## config.mk

```make
export PLATFORM = sky130hd
export DESIGN_NAME = uart_rx
export DESIGN_NICKNAME = d
export VERILOG_FILES = /design/src/rtl/uart_pkg.sv /design/src/rtl/uart_sync.sv /design/src/rtl/uart_rx.sv
export SDC_FILE = /design/constraint.sdc
export NUM_CORES = 1
export LEC_CHECK = 0
export CAP_MARGIN = 20
export CELL_PAD_IN_SITES_DETAIL_PLACEMENT = 0
export CELL_PAD_IN_SITES_GLOBAL_PLACEMENT = 1
export CORE_UTILIZATION = 45
export CTS_CLUSTER_DIAMETER = 120
export DETAILED_ROUTE_END_ITERATION = 10
export PLACE_DENSITY = 0.89
export SLEW_MARGIN = 30
export SYNTH_ARGS = -nofsm -noshare
export SYNTH_HDL_FRONTEND = slang
export SYNTH_HIERARCHICAL = 1
export SYNTH_SLANG_ARGS = --single-unit
```

## constraint.sdc

```tcl
create_clock -name clk -period 3.24 [get_ports clk]
set_clock_uncertainty 0.05 [all_clocks]
set_input_delay 0.486 -clock clk [delete_from_list [all_inputs] [get_ports clk]]
set_output_delay 0.486 -clock clk [all_outputs]
set_load 0.01 [all_outputs]
```

## src/rtl/uart_pkg.sv

```systemverilog
// Shared UART definitions: receiver FSM encoding and default frame geometry
// common to the receiver, transmitter and baud generator.
package uart_pkg;

    typedef enum logic [2:0] {
        ST_IDLE   = 3'd0,
        ST_START  = 3'd1,
        ST_DATA   = 3'd2,
        ST_PARITY = 3'd3,
        ST_STOP   = 3'd4
    } uart_state_e;

    localparam int UART_DBIT       = 8;
    localparam int UART_OVERSAMPLE = 16;
    localparam int UART_SB_TICK    = 16;

    function automatic int uart_max(input int a, input int b);
        return (a > b) ? a : b;
    endfunction

endpackage

```

## src/rtl/uart_sync.sv

```systemverilog
// Two-flop synchroniser for the serial input plus a start-edge detector.
// The edge reference only advances on s_tick so a fall is held until the FSM sees it.
module uart_sync (
    input  logic clk,
    input  logic reset,
    input  logic s_tick,
    input  logic rx,
    output logic rx_s,
    output logic fall
);

    logic meta_q;
    logic sync_q;
    logic prev_q;

    always_ff @(posedge clk or posedge reset) begin
        if (reset) begin
            meta_q <= 1'b1;
            sync_q <= 1'b1;
            prev_q <= 1'b1;
        end else begin
            meta_q <= rx;
            sync_q <= meta_q;
            if (s_tick) begin
                prev_q <= sync_q;
            end
        end
    end

    assign rx_s = sync_q;
    assign fall = prev_q & ~sync_q;

endmodule

```

## src/rtl/uart_rx.sv

```systemverilog
// Oversampling UART receiver: start, DBIT data bits LSB first, optional parity,
// stop period. Word and status are registered together with the done pulse.
module uart_rx
    import uart_pkg::*;
#(
    parameter int DBIT       = UART_DBIT,
    parameter int OVERSAMPLE = UART_OVERSAMPLE,
    parameter int SB_TICK    = UART_SB_TICK,
    parameter int PARITY_EN  = 0,
    parameter int PARITY_ODD = 0
) (
    input  logic            clk,
    input  logic            reset,
    input  logic            s_tick,
    input  logic            rx,
    output logic            rx_done_tick,
    output logic [DBIT-1:0] dout,
    output logic            frame_err,
    output logic            parity_err,
    output logic            busy
);

    localparam int SW = $clog2(uart_max(SB_TICK, OVERSAMPLE));
    localparam int NW = $clog2(DBIT);
    localparam logic [SW-1:0] S_HALF = SW'(OVERSAMPLE / 2 - 1);
    localparam logic [SW-1:0] S_BIT  = SW'(OVERSAMPLE - 1);
    localparam logic [SW-1:0] S_STOP = SW'(SB_TICK - 1);
    localparam logic [NW-1:0] N_LAST = NW'(DBIT - 1);
    localparam logic          ODD    = (PARITY_ODD != 0);

    logic rx_s;
    logic fall;

    uart_state_e     state_q, state_d;
    logic [SW-1:0]   s_q, s_d;
    logic [NW-1:0]   n_q, n_d;
    logic [DBIT-1:0] b_q, b_d;
    logic            par_q, par_d;
    logic            done_q, done_d;
    logic [DBIT-1:0] dout_q, dout_d;
    logic            ferr_q, ferr_d;
    logic            perr_q, perr_d;

    uart_sync u_sync (
        .clk    (clk),
        .reset  (reset),
        .s_tick (s_tick),
        .rx     (rx),
        .rx_s   (rx_s),
        .fall   (fall)
    );

    always_ff @(posedge clk or posedge reset) begin
        if (reset) begin
            state_q <= ST_IDLE;
            s_q     <= '0;
            n_q     <= '0;
            b_q     <= '0;
            par_q   <= 1'b0;
            done_q  <= 1'b0;
            dout_q  <= '0;
            ferr_q  <= 1'b0;
            perr_q  <= 1'b0;
        end else begin
            state_q <= state_d;
            s_q     <= s_d;
            n_q     <= n_d;
            b_q     <= b_d;
            par_q   <= par_d;
            done_q  <= done_d;
            dout_q  <= dout_d;
            ferr_q  <= ferr_d;
            perr_q  <= perr_d;
        end
    end

    always_comb begin
        state_d = state_q;
        s_d     = s_q;
        n_d     = n_q;
        b_d     = b_q;
        par_d   = par_q;
        done_d  = 1'b0;
        dout_d  = dout_q;
        ferr_d  = ferr_q;
        perr_d  = perr_q;
        if (s_tick) begin
            case (state_q)
                ST_IDLE: begin
                    // Requires a real 1->0 transition; a line held low never re-triggers.
                    if (fall) begin
                        state_d = ST_START;
                        s_d     = '0;
                    end
                end
                ST_START: begin
                    if (s_q == S_HALF) begin
                        if (!rx_s) begin
                            state_d = ST_DATA;
                            s_d     = '0;
                            n_d     = '0;
                        end else begin
                            state_d = ST_IDLE;
                        end
                    end else begin
                        s_d = s_q + 1'b1;
                    end
                end
                ST_DATA: begin
                    if (s_q == S_BIT) begin
                        s_d = '0;
                        b_d = {rx_s, b_q[DBIT-1:1]};
                        if (n_q == N_LAST) begin
                            state_d = (PARITY_EN != 0) ? ST_PARITY : ST_STOP;
                        end else begin
                            n_d = n_q + 1'b1;
                        end
                    end else begin
                        s_d = s_q + 1'b1;
                    end
                end
                ST_PARITY: begin
                    if (s_q == S_BIT) begin
                        par_d   = ((^b_q) ^ rx_s) != ODD;
                        s_d     = '0;
                        state_d = ST_STOP;
                    end else begin
                        s_d = s_q + 1'b1;
                    end
                end
                ST_STOP: begin
                    if (s_q == S_STOP) begin
                        state_d = ST_IDLE;
                        s_d     = '0;
                        done_d  = 1'b1;
                        dout_d  = b_q;
                        ferr_d  = ~rx_s;
                        perr_d  = (PARITY_EN != 0) ? par_q : 1'b0;
                    end else begin
                        s_d = s_q + 1'b1;
                    end
                end
                default: state_d = ST_IDLE;
            endcase
        end
    end

    assign rx_done_tick = done_q;
    assign dout         = dout_q;
    assign frame_err    = ferr_q;
    assign parity_err   = perr_q;
    assign busy         = (state_q != ST_IDLE);

endmodule

```

==> key figures, run 1 <==
Power and ir drop
  • Power density over the cells: ~520 mW/mm2
  • Psw: 0.2607 mW
  • IR drop worst, VDD: ~300 uV
  • Cell Int Power: roughly 0.64 mW
  • Sw Ratio: between 20% and 30%
  • Clock power share: 25.2%
  • Sequential share of power: 56.2%
  • Pleak: about 0.84 nW
  • Comb pwr share: 18.6%

Die
  • Initial Utilization: 48.60%
  • Chip height: about 60 um
  • I/O Pins: 16
  • Die Width: between 60 and 70 um
  • Row count: 20
  • Die area: approximately 0.0036 mm2
  • Core Footprint: between 0.003 and 0.004 mm2

Worst hold path
  • Hold_sp: u_sync/meta_q$_DFF_PP1_
  • Min-delay worst type: reg -> reg
  • Hold Path End: u_sync/rx_s$_DFF_PP1_
  • Min-Delay Path Depth: 0

Timing
  • Setup TNS Final: 0 ns
  • Final period util: roughly 70%
  • Worst Tran Pin Value: roughly 0.53 ns
  • Min Tclk post-route: between 2 and 2.5 ns
  • Final Max Slew Viols: 0
  • Final setup vio count: 0
  • Slew margin rel.: between 60% and 70%
  • RSZ-0062 raised after global routing: no
  • Final hold viol count: 0
  • Peak Freq: around 0.44 GHz

CTS
  • H-Tree Depth: 2
  • Post-cts resize count: 0
  • Cts hold-fix bufs: 0
  • Clk Tree Root Cell: clkbuf_4
  • CTS tree: built
  • Num CTS Buffers: 5
  • Post-CTS Setup Bufs: 0
  • Worst skew pair latency: 0.32 ns
  • Max clock buf depth: 2
  • Clock sinks: 31
  • Clock transition at the registers of the reported paths: around 0.09 ns

Critical path
  • Startpoint Class: flip-flop
  • Critical path class: reg -> out
  • Critical-path top delay cell: dfrtp_1
  • Critical path's top delay family: buffers and inverters
  • Reg2Reg Setup Slack: about 1.2 ns
  • Worst EP required: between 2 and 3 ns
  • Cell Chain, Critical Path: nor3_2 -> inv_2 -> clkdlybuf4s50_1
  • WP data arrival: about 1.7 ns
  • Worst R2R Start: s_q[0]$_DFFE_PP0P_
  • Crit-path max FO: 13
  • Max incr delay on CP: between 0.6 and 0.7 ns
  • Critical Path Sink Type: output pin
  • CP bufs+invs: 2
  • Capturing point of the worst reg2reg path: dout[7]$_DFFE_PP0P_
  • R2R cell count: 4

Logic synthesis
  • Synth top area share: a little under half
  • Syn Area/Cell: 12.26 um2
  • Main combinational cell family by area after synthesis: multiplexers
  • Most used DFF post-synth: dfrtp_1
  • Synthesis-stage register bit count: 31
  • Simple-Gate Fraction of Synth Area: 12.51%
  • Mapped Area: ~0.0015 mm2
  • Synth area leaders: dfrtp_1 46%, mux2_1 11%, dfstp_2 5.2%
  • Number of flops mapped to enable cells by yosys: 0
  • XOR/XNOR Fraction of Synth Area: 1.152%
  • Synth warnings: 6
  • Leading area contributor after synthesis: dfrtp_1
  • Mux share of post-synthesis cell area: between 10% and 20%
  • Syn nets: approximately 130
  • Share of async-settable or async-resettable flops after synthesis: between 90% and 100%
  • Complex-gate fraction of the synthesized area: between 10% and 20%
  • Area share of fa/ha/maj cells after synthesis: roughly 2.5%
  • Syn Inst Count: 124
  • Unique masters post-synth: between 40 and 50
  • Seq/Total Area, Yosys: 51.28%

Routing
  • DRC: 0
  • Via count: ~950
  • Vias per inst: about 5.2
  • WL met2: between 1000 and 1500 um
  • M1 WL: between 1000 and 1500 um
  • Number of detailed-route iterations in the first pass: 5
  • DRT iter0 DRCs: 20
  • Post-DR wirelength/cell: about 14 um
  • Post-route ant nets: 0
  • Post-Route WL: ~2500 um
  • Top layer in use: met4
  • WL met3: 131 um

Cells and area
  • Layout net count: 146
  • Area Overhead vs Synth: 13.33%
  • N_diodes: 0
  • Layout cells sized above 1: 18.71%
  • Commonest non-fill, non-tap cell in the layout: dfrtp_1
  • Fin cells: roughly 180
  • Final core occ: between 50% and 60%
  • Most frequent cells in the layout: 28 x dfrtp_1, 15 x mux2_1, 14 x clkdlybuf4s50_1, 7 x inv_1, 6 x nor2_1

Global route
  • Initial antenna violation count: 0
  • Vias in the first global route: roughly 910
  • GRT Util Overall: between 10% and 20%
  • Largest net degree at the start of global routing: 29
  • First-pass GRT wire length: 4367 um
  • Remaining Overflow, GRT: 0

Placed design
  • PortBufs: 14
  • Placed cells: ~180
  • Dpl hpwl: between 1500 and 2000 um
  • GP Congestion: between 0.8 and 0.9

Status
  • Status: finished clean

Job
  • Max-cap viol count: 0
==> final cells by class <==
class,instances,area [um2]
Fill cell,290,1405
Sequential cell,31,779.5
Multi-Input combinational cell,78,654.4
Timing Repair Buffer,15,147.6
Tap cell,44,55.05
Clock buffer,6,51.30
Inverter,8,30.03
Clock inverter,1,5.005
==> kinds of logic (layout without fill, tap and decap cells) <==
logic type	count (synthesis)	count (layout)
compound gates	22	22
xor+xnor	2	2
fa+ha+maj	3	3
buf+inv	15	30
flops	31	31
mux	20	20
other cells	1	1
simple gates	30	30
==> metrics by stage <==
step,worst slack [ns],total power [mW],area [um2],hold slack [ns]
floorplan,1.589,0.6405,1520,0.2952
global placement,0.9300,0.6701,1667,0.2989
detailed placement,0.8497,0.6824,1667,0.3044
CTS,0.9585,0.9108,1723,0.3202
global route,0.8390,0.9594,1723,0.3244
finish,0.9650,0.8958,1723,0.3201
==> registers in the layout (all words and copies together) (netlist names) <==
name,flops
u_sync/prev_q,1
u_sync/rx_s,1
s_q,4
rx_done_tick,1
n_q,3
dout,8
b_q,8
state_q,3
frame_err,1
u_sync/meta_q,1
==> power by group through the flow <==
stage	combinational (mW)	clock, mW	sequential, mW
floorplan	0.157	0	0.483
global placement	0.163	0	0.507
detailed placement	0.170	0	0.512
CTS	0.170	0.236	0.505
global route	0.190	0.254	0.515
finish	0.166	0.226	0.504
==> worst max path at each step <==
| stage | start | end | slack (ns) | cells past startpoint |
|---|---|---|---|---|
| finish | state_q[0]$_DFFE_PP0P_ | busy | 0.97 | 3 |
| global route | state_q[0]$_DFFE_PP0P_ | busy | 0.84 | 3 |
| CTS | state_q[0]$_DFFE_PP0P_ | busy | 0.96 | 3 |
| global placement | s_tick | dout[5]$_DFFE_PP0P_ | 0.93 | 3 |
| detailed placement | s_tick | dout[7]$_DFFE_PP0P_ | 0.85 | 3 |
| floorplan | s_q[0]$_DFFE_PP0P_ | dout[0]$_DFFE_PP0P_ | 1.59 | 5 |
==> Yosys cell counts, types with 3 or more instances <==
master	count
dfstp_2	3
nand2_1	3
inv_1	7
nor2b_1	3
buf_6	3
o21ai_0	4
nand3_1	3
ha_1	3
a22o_1	4
mux2_1	15
dfrtp_1	28
mux2_4	3
nor2_1	6
==> metal layers <==
metal	GRT usage, %	up-vias
met5	0	-
met4	8.970	0
met3	6.494	4
met2	23.70	25
met1	24.20	450
li1	-	467
(Power assumes the default switching activity.)
==> inputs of run 2 (changes only) <==
--- a/config.mk
+++ b/config.mk
@@ -8,10 +8,10 @@
 export CAP_MARGIN = 20
 export CELL_PAD_IN_SITES_DETAIL_PLACEMENT = 0
 export CELL_PAD_IN_SITES_GLOBAL_PLACEMENT = 1
-export CORE_UTILIZATION = 45
+export CORE_UTILIZATION = 40
 export CTS_CLUSTER_DIAMETER = 120
 export DETAILED_ROUTE_END_ITERATION = 10
-export PLACE_DENSITY = 0.89
+export PLACE_DENSITY = 0.85
 export SLEW_MARGIN = 30
 export SYNTH_ARGS = -nofsm -noshare
 export SYNTH_HDL_FRONTEND = slang
==> constraint.sdc (replaced) <==
create_clock -name clk -period 2 [get_ports clk]
set_clock_uncertainty 0.05 [all_clocks]
set_input_delay 0.3 -clock clk [delete_from_list [all_inputs] [get_ports clk]]
set_output_delay 0.3 -clock clk [all_outputs]
set_load 0.01 [all_outputs]
==> key figures, run 2 (same netlist as run 1, synthesis figures left out) <==
Status
  • Status: finished clean

Critical path
  • End of the critical path: busy
  • Reg2Reg Setup Slack: between 0.2 and 0.3 ns
  • Critical Path Sink Type: output pin
  • Worst EP required: roughly 1.7 ns
  • WP data arrival: around 1.6 ns
  • Worst R2R Start: s_q[0]$_DFFE_PP0P_
  • Critical path class: reg -> out
  • R2R cell count: 5
  • CP Launch Point: state_q[2]$_DFFE_PP0P_
  • Capturing point of the worst reg2reg path: b_q[0]$_DFFE_PP0P_
  • Startpoint Class: flip-flop
  • Crit-path max FO: 10

CTS
  • Num CTS Buffers: 5
  • H-Tree Depth: 2
  • CTS tree: built
  • Clock transition at the registers of the reported paths: ~0.06 ns
  • Worst skew pair latency: around 0.28 ns
  • Max clock buf depth: 2
  • Clock sinks: 31
  • Cts hold-fix bufs: 0
  • Clk Tree Root Cell: clkbuf_8

Routing
  • DRC: 0
  • Post-DR wirelength/cell: ~14 um
  • DRT iter0 DRCs: 14
  • Post-route ant nets: 0
  • Number of detailed-route iterations in the first pass: 4
  • Post-Route WL: approximately 2600 um
  • Vias per inst: between 5 and 6
  • Via count: between 1000 and 1500

Power and ir drop
  • IR drop worst, VDD: slightly below 700 uV
  • Pleak: slightly below 0.9 nW
  • Power density over the cells: roughly 960 mW/mm2

Global route
  • Largest net degree at the start of global routing: 29
  • First-pass GRT wire length: between 4000 and 5000 um
  • Initial antenna violation count: 0
  • Remaining Overflow, GRT: 0
  • GRT Util Overall: about 15%
  • Vias in the first global route: roughly 950

Cells and area
  • Area Overhead vs Synth: 20.00%
  • Most frequent cells in the layout: 25 x dfrtp_1, 15 x mux2_1, 14 x clkdlybuf4s50_1, 7 x inv_1
  • N_diodes: 0
  • Commonest non-fill, non-tap cell in the layout: dfrtp_1
  • Post-route cell area: roughly 0.0018 mm2
  • Final core occ: 49.83%
  • Layout cells sized above 1: about a quarter
  • Fillers: around 320
  • Layout net count: 149

Placed design
  • Minimum setup slack after placement: 0.1354 ns
  • PortBufs: 14
  • Dpl hpwl: roughly 1800 um
  • Area post-placement: approximately 0.0017 mm2
  • GP Congestion: about 0.95

Timing
  • Setup TNS Final: 0 ns
  • Min Tclk post-route: 1.923 ns
  • Final Max Slew Viols: 0
  • Final setup margin: approximately 0.077 ns
  • Final hold viol count: 0
  • Final setup vio count: 0
  • Final period util: 96.13%
  • Peak Freq: 0.5201 GHz
  • RSZ-0062 raised after global routing: no

Job
  • Max-cap viol count: 0

Worst hold path
  • Min-Delay Path Depth: 0
  • Min-delay worst type: reg -> reg

Die
  • Core Footprint: between 0.003 and 0.004 mm2
  • Row count: 22
  • Initial Utilization: around 42%
  • Die area: 0.004051 mm2
  • Die Width: approximately 64 um
  • I/O Pins: 16
  • Chip height: 63.65 um
run 2: per-layer routing:
| layer | part of all wire [%] | routed length, um | vias up | global-route usage (%) |
|---|---|---|---|---|
| met5 | 0 | 0 | - | 0 |
| met4 | 2.3 | 59 | 0 | 7.670 |
| met3 | 6.0 | 156 | 8 | 4.891 |
| met2 | 49 | 1276 | 30 | 22.87 |
| met1 | 43 | 1121 | 499 | 19.47 |
| li1 | - | - | 476 | - |
run 2: worst min path at each step:
| stage | start | end | slack, ns |
|---|---|---|---|
| global route | u_sync/meta_q$_DFF_PP1_ | u_sync/rx_s$_DFF_PP1_ | 0.31 |
| global placement | u_sync/meta_q$_DFF_PP1_ | u_sync/rx_s$_DFF_PP1_ | 0.30 |
| detailed placement | u_sync/meta_q$_DFF_PP1_ | u_sync/rx_s$_DFF_PP1_ | 0.30 |
| CTS | u_sync/meta_q$_DFF_PP1_ | u_sync/rx_s$_DFF_PP1_ | 0.31 |
| floorplan | reset | u_sync/meta_q$_DFF_PP1_ | 0.18 |
| finish | u_sync/meta_q$_DFF_PP1_ | u_sync/rx_s$_DFF_PP1_ | 0.31 |
run 2: area by class of cell:
| cell class | count | area (um2) | area share, % |
|---|---|---|---|
| repair buffers | 18 | 170.2 | 9.328 |
| flip-flops and latches | 31 | 783.3 | 42.94 |
| clock buffers | 6 | 82.58 | 4.527 |
| clock inverters | 2 | 35.03 | 1.920 |
| well taps | 48 | 60.06 | 3.292 |
| inverters | 8 | 30.03 | 1.646 |
| multi-input cells | 78 | 663.1 | 36.35 |
run 2: worst max-delay path: stages (launching register included):
cell             delay (ns)
dfrtp_2                0.49
nor3_4                 0.23
inv_2                  0.08
clkdlybuf4s50_1        0.48
run 2: power by group:
| group | switching (mW) | total, mW | internal (mW) | leakage (nW) |
|---|---|---|---|---|
| Sequential | 0.0940 | 0.818 | 0.724 | 0.400 |
| Combinational | 0.140 | 0.289 | 0.149 | 0.409 |
| Clock | 0.234 | 0.636 | 0.403 | 0.0612 |
run 2: what timing repair did:
action / 4_1_cts / 5_1_grt
endpoints found under the setup margin: 1 / 4
setup buffers: 0 / 1
resized for setup: 2 / 3
run 2: through the flow:
step	std cells	hold slack [ns]	power, mW
after floorplan	124	0.1833	1.038
after global placement	182	0.2982	1.093
after detailed placement	182	0.2973	1.113
after CTS	190	0.3128	1.752
after global routing	191	0.3138	1.841
final	191	0.3112	1.743
